### config.mk
export PLATFORM = sky130hd
export DESIGN_NAME = bit_serial_subtractor
export DESIGN_NICKNAME = d
export VERILOG_FILES = /design/src/rtl/bit_serial_subtractor.sv
export SDC_FILE = /design/constraint.sdc
export NUM_CORES = 1
export LEC_CHECK = 0
export ABC_AREA = 0
export BUFFER_PORTS_ARGS = -buffer_cell sky130_fd_sc_hd__buf_2
export CAP_MARGIN = 15
export CORE_ASPECT_RATIO = 2
export CORE_MARGIN = 2
export CORE_UTILIZATION = 40
export CTS_BUF_LIST = sky130_fd_sc_hd__clkbuf_4 sky130_fd_sc_hd__clkbuf_8 sky130_fd_sc_hd__clkbuf_16
export DETAILED_ROUTE_END_ITERATION = 12
export GPL_ROUTABILITY_DRIVEN = 0
export PLACE_DENSITY_LB_ADDON = 0.3
export SKIP_CTS_REPAIR_TIMING = 1
export SLEW_MARGIN = 20
export SYNTH_ARGS = -nofsm -noshare
export SYNTH_HDL_FRONTEND = slang
export SYNTH_SLANG_ARGS = --single-unit
### constraint.sdc
create_clock -name clk -period 3.05 [get_ports clk]
set_input_delay 0.1525 -clock clk [delete_from_list [all_inputs] [get_ports clk]]
set_output_delay 0.1525 -clock clk [all_outputs]
set_load 0.01 [all_outputs]
### src/rtl/bit_serial_subtractor.sv
// Bit-serial subtractor: computes ain - bin - bi one bit per clock, LSB first,
// then presents diff/bout/ovf/zero with a one-cycle done pulse.
module bit_serial_subtractor #(
  parameter int WIDTH = 8
) (
  input  logic             clk,
  input  logic             rst_n,
  input  logic             start,
  input  logic [WIDTH-1:0] ain,
  input  logic [WIDTH-1:0] bin,
  input  logic             bi,
  output logic [WIDTH-1:0] diff,
  output logic             bout,
  output logic             ovf,
  output logic             zero,
  output logic             busy,
  output logic             done
);

  localparam int CW = $clog2(WIDTH + 1);

  typedef enum logic [1:0] {IDLE, SHIFT, DONE} state_t;

  state_t           state, state_nx;
  logic [WIDTH-1:0] a_sh, b_sh, d_sh;
  logic [WIDTH-1:0] a_nx, b_nx, d_nx;
  logic [CW-1:0]    cnt;
  logic             br, br_nx, d_bit;
  logic             accept, last;

  // Operands shift right so the bit at index cnt is always at position 0;
  // the difference fills in from the MSB end so it is aligned after WIDTH steps.
  always_comb begin
    accept = ((state == IDLE) || (state == DONE)) && start;
    last   = (state == SHIFT) && (cnt == CW'(WIDTH - 1));
    d_bit  = a_sh[0] ^ b_sh[0] ^ br;
    br_nx  = (~a_sh[0] & b_sh[0]) | (~(a_sh[0] ^ b_sh[0]) & br);
    a_nx   = a_sh >> 1;
    b_nx   = b_sh >> 1;
    d_nx   = d_sh >> 1;
    d_nx[WIDTH-1] = d_bit;
  end

  always_comb begin
    state_nx = state;
    case (state)
      IDLE:    if (start) state_nx = SHIFT;
      SHIFT:   if (last)  state_nx = DONE;
      DONE:    state_nx = start ? SHIFT : IDLE;
      default: state_nx = IDLE;
    endcase
  end

  always_ff @(posedge clk) begin
    if (!rst_n) begin
      state <= IDLE;
      cnt   <= '0;
      br    <= 1'b0;
      a_sh  <= '0;
      b_sh  <= '0;
      d_sh  <= '0;
      diff  <= '0;
      bout  <= 1'b0;
      ovf   <= 1'b0;
      zero  <= 1'b0;
    end else begin
      state <= state_nx;
      if (accept) begin
        a_sh <= ain;
        b_sh <= bin;
        br   <= bi;
        d_sh <= '0;
        cnt  <= '0;
      end else if (state == SHIFT) begin
        a_sh <= a_nx;
        b_sh <= b_nx;
        d_sh <= d_nx;
        br   <= br_nx;
        cnt  <= cnt + 1'b1;
        // br is the borrow into the MSB on the final step (bi when WIDTH=1)
        if (last) begin
          diff <= d_nx;
          bout <= br_nx;
          ovf  <= br ^ br_nx;
          zero <= ~|d_nx;
        end
      end
    end
  end

  assign busy = (state == SHIFT);
  assign done = (state == DONE);

endmodule

* After elaboration in Yosys (flattened, before gate mapping)
Cells that the tools add are included.
** Word-level totals
- Input bits :: 20
- Latch bits :: 0
- Logic and storage cells :: 46
- Memory bits (writable) :: 0
- Memories :: 0
- Register bits after elaboration :: 42
- Output and inout port bits :: 13
- Bits in read-only memories :: 0
** Operators by class
- $add $sub $neg :: 1
- Eq/ne operators :: 5
- Shifts and indexed selects :: 0
- Reductions and logical operators :: 10
- Divide/modulo/power cells :: 0
- Bitwise logic cells :: 10
- $lt $le $gt $ge :: 0
- Muxes and demuxes :: 10
- Multiply operators :: 0
** Operator list (number)
- $mux 8 :: 4
- $reduce_or 8->1 :: 1
- $pmux 2 s3 :: 1
- $add 4x1->4 const B :: 1
- $eq 4x3->1 const B :: 1
- $mux 2 :: 2
- $not 1->1 :: 4
- $mux 1 :: 3
- $reduce_and 3->1 :: 1
- $xor 1x1->1 :: 3
- $and 1x1->1 :: 2
- $eq 2x1->1 const B :: 1
- $eq 2x2->1 const B :: 1
- $logic_and 1x1->1 :: 2
- $logic_not 2->1 :: 1
- $ne 2x1->1 const B :: 1
- $ne 2x2->1 const B :: 1
- $reduce_and 2->1 :: 1
- $reduce_bool 2->1 :: 1
- $reduce_or 2->1 :: 1
- $logic_not 1->1 :: 1
- $logic_or 1x1->1 :: 1
- $or 1x1->1 :: 1

* Depth between registers and ports, before layout
- Word-level depth :: 6
- Depth in mapped cells :: 5
- Depth with buffers taken out :: 5

* Worst setup path after synthesis
Ideal clock, no wire load.
- Path kind :: flip-flop to flip-flop
- Start :: register br
- End :: register zero
- Setup slack :: 1.540 ns
- Required time :: 2.980 ns
- Clock period less this slack :: 1.510 ns
- Buffers on the path :: 0
- Cell stages (with the launch flop) :: 6
- Library setup time :: 0.070 ns
- Arrival :: 1.440 ns
- Cells stage by stage :: dfxtp_1 > inv_1 > fa_1 > or4_1 > nor2_1 > o2bb2ai_1
** Between the ends
- Word-level cells in the longest chain between the ends :: 3
** Ends and longest elaborated chain
- from (decl) :: line 28 : logic br, br_nx, d_bit;
- from (signal assigned) :: line 71 : br <= bi;
- from (signal assigned) :: line 78 : br <= br_nx;
- $xor 1x1->1 :: line 36 : d_bit = a_sh[0] ^ b_sh[0] ^ br;
- net d_bit :: line 28
- $reduce_or 8->1 :: line 85 : zero <= ~|d_nx;
- $logic_not 1->1 :: line 85
- to (signal assigned) :: line 85
- to (decl) :: line 15 : output logic zero,
The timed path passes the listed nets, and every way through them passes these cells.
A chain may end at the register's enable or synchronous reset.

* Final worst setup path
- Start :: register state[0]
- End :: output busy
** Between the ends
- Word-level cells in the longest chain between the ends :: 1
** Ends and longest elaborated chain
- from (decl) :: line 24 : state_t state, state_nx;
- from (signal assigned) :: line 67 : state <= state_nx;
- $eq 2x1->1 :: line 91 : assign busy = (state == SHIFT);
- to (decl) :: line 16 : output logic busy,
Every way passes these cells.

==> out/summary.md <==
The run finished with clean final reports. Data arrives at the worst endpoint at 1.65 ns. Worst hold path class: in -> reg. For the largest clock skew in the final design, the log shows 0.00999 ns. The final global-route overflow total was 0; the number of unique standard cell types used by synthesis was 36. In this run the deepest clock path goes through 2 buffers. In the post-synthesis netlist, the cell with the most instances is sky130_fd_sc_hd__nand2_1. The share of the clock period used by the worst path after layout was 59.2%; the antenna cell count was 0. The summed negative setup slack over all endpoints is 0 ns. Prior to clock tree synthesis, the placed netlist has a worst setup slack of 1.31 ns. The root buffer cell is sky130_fd_sc_hd__clkbuf_8. The dominant register cell in the synthesized netlist is sky130_fd_sc_hd__dfxtp_1. Dividing the detail-routed via count by the number of cells gives 5.22.

The number of placed instances, taps included came out at 263. Of all nets on the critical path, the largest fanout is 31. In the post-route analysis, the smallest setup slack over all paths is 1.24 ns. The power density relative to cell area is 533 mW/mm2, and the core region area is 0.00409 mm2. For the layout filler cell count, the log shows 430. The die is 96.0 um tall.

For this design the top-level I/O count stands at 33. Worst-skew pair later-pin latency: 0.30 ns. The worst vdd rail ir drop came out at 0.388 mV.

After the last flow step, the layout net total stands at 240. The number of warnings printed during yosys synthesis was 0. Setup violations remaining at the end of the flow were counted as 0. The worst hold margin came out at 0.0855 ns. For this run, the slowest stage of the critical path takes 0.41 ns.

The logs give 41 for the TritonCTS sink count and 2400 um for the detailed placement HPWL. For the count of H-tree levels built during CTS, the log shows 2. The total chip power was 1.02 mW. The logs give 0 for the final number of max-transition violations and 554 MHz for the fmax. Cell accounting for the most synthesized area: sky130_fd_sc_hd__dfxtp_1. The kind of critical path is reg -> out. Cells fill 46.7% of the core in the end.

The family with the most delay on the worst path is buffers and inverters. The worst setup path is launched from a flip-flop. The first global-routing pass estimated 5920 um of wire.

The floorplan has 33 rows. The post-synthesis instance area was 0.00169 mm2; the per-instance average area after synthesis was 8.78 um2. The slowest cell on the critical path is sky130_fd_sc_hd__dfxtp_1. Of the post-synthesis cell area, the dominant cell type holds 48.4%. The first-pass detailed-route iteration total was 4; the final cell count without fillers was 269. Setup repair after global routing left no endpoint under its margin. The run gives 0 as the max capacitance violation total.

The share of synthesized registers carrying an async set or reset came out at 0%. For the count of endpoints failing hold in the final timing report, the log shows 0. The via count of the first global-routing pass was 1337; the flop and latch count out of synthesis was 41. After clock tree synthesis, the clock-pin slew on the worst setup and hold paths is 0.08 ns.

Detailed routing inserted a total of 1405 vias. The worst path buffer plus inverter count was 2; the worst slew slack as a fraction of its limit was 43.2%. The DRC violations left was 0; the synthesis-to-finish area growth was 12.7%. The transition time of the tightest slew-check pin was 0.850 ns; the number of buffers added on ports was 32. After layout, the minimum clock period comes to 1.81 ns. The run gives 0.00184 mm2 as the cell area after placement.

Ranked by total cell area, the synthesized netlist is headed by sky130_fd_sc_hd__dfxtp_1, sky130_fd_sc_hd__nand2_1, sky130_fd_sc_hd__mux2i_1. The critical path goes through nand2b_2 -> inv_4 -> buf_2. The pin count of the biggest net entering global routing was 41; the number of antenna violations at the first check in global routing was 0. The fraction of final layout cells sized beyond drive strength 1 came out at 19.8%. In this run, CTS created clock tree buffers numbering 5. The count of flip-flops with a built-in enable after synthesis works out to 0. Wires add up to 3440 um.

After synthesis, the most frequently instantiated cells are sky130_fd_sc_hd__nand2_1, sky130_fd_sc_hd__dfxtp_1, sky130_fd_sc_hd__a21oi_1, sky130_fd_sc_hd__nor2_1. The number of nets in the synthesized netlist is 215. The logs give 193 for the synthesized netlist cell count and 0.741 nW for the static power due to leakage. The tools report the worst path required time as 2.90 ns.

From left edge to right edge, the die measures 50.0 um. After detailed routing, the average wire length per cell comes to 12.8 um. The logs give 48.4% for the portion of the post-synthesis area used by sequential elements and 0.00191 mm2 for the area of all placed cells without fillers. The die covers 0.00480 mm2. The tools report the critical path capture point type as a primary output. The all-layer global routing usage was 16.3%; the starting utilization of the core area was 41.4%. The run gives 17 as the count of routing violations after the opening detailed-route iteration. TritonCTS built the clock tree.

The number of antenna-violating nets in the routed design came out at 0.
==> final cells by class <==
type / instances / area [um2] / share of cell area, %
inverter: 3 / 13.8 / 0.721
clock buffer: 5 / 68.8 / 3.60
tap: 52 / 65.1 / 3.41
sequential: 41 / 821 / 43.0
timing repair buffer: 32 / 160 / 8.39
clock inverter: 1 / 5.00 / 0.262
multi-input combinational: 135 / 776 / 40.6
==> flip-flops by register name, summed over array words and instances (netlist names), 2 cells and up <==
name   count
a_sh       8
cnt        4
diff       8
b_sh       8
state      2
d_sh       7
==> routing by layer <==
metal	vias up	wire [um]	global-route usage, %
met5	-	0	0
met3	8	141	3.88
li1	714	-	-
met2	29	1820	29.2
met4	0	87	9.03
met1	654	1390	16.9
==> cells by family after synthesis <==
group | count (synthesis) | synth area share [%]
XOR/XNOR | 3 | 1.55
flip-flops | 41 | 48.4
AO/OA/AOI/OAI | 39 | 15.3
adder cells (fa/ha/maj) | 2 | 1.92
buffers and inverters | 17 | 5.76
AND/OR/NAND/NOR | 83 | 22.3
multiplexers | 8 | 4.73
==> cell usage in the layout, fill, tap and decap left out, types with 4 or more instances in the layout <==
master,Yosys,layout
sky130_fd_sc_hd__buf_2,7,32
sky130_fd_sc_hd__a21oi_1,10,10
sky130_fd_sc_hd__clkbuf_8,0,5
sky130_fd_sc_hd__nand2_1,47,47
sky130_fd_sc_hd__dfxtp_1,41,41
sky130_fd_sc_hd__o21ai_0,7,7
sky130_fd_sc_hd__nor3_1,7,7
sky130_fd_sc_hd__a21boi_0,4,4
sky130_fd_sc_hd__mux2i_1,8,8
sky130_fd_sc_hd__nand3_1,6,6
sky130_fd_sc_hd__nor2_1,10,10
sky130_fd_sc_hd__o221ai_1,8,8
sky130_fd_sc_hd__a31oi_1,5,5
==> path summary, 6_finish.rpt <==
check                              end  cells past startpoint                  start  slack (ns)
hold reg to reg   diff[1]$_SDFFE_PN0P_                      2   diff[1]$_SDFFE_PN0P_        0.45
setup reg to reg  diff[5]$_SDFFE_PN0P_                      4  state[0]$_SDFFE_PN0P_        1.31
hold / removal    b_sh[7]$_SDFFE_PN0P_                      3                 bin[7]        0.09
setup / recovery                  busy                      3  state[0]$_SDFFE_PN0P_        1.24
==> report_power, final <==
part           leakage (nW)  switching (mW)  internal (mW)
Combinational         0.367          0.0695         0.0457
Sequential            0.334          0.0141          0.559
Clock                0.0399           0.179          0.151
Total                 0.741           0.262          0.755
==> worst reg2reg max path, stage by stage, from the launching register on <==
cell and delay (ns):
sky130_fd_sc_hd__dfxtp_1 0.41, sky130_fd_sc_hd__nand2b_2 0.37, sky130_fd_sc_hd__inv_4 0.37, sky130_fd_sc_hd__and2_4 0.31, sky130_fd_sc_hd__mux2i_1 0.20
Power figures use the tool's default switching activity.
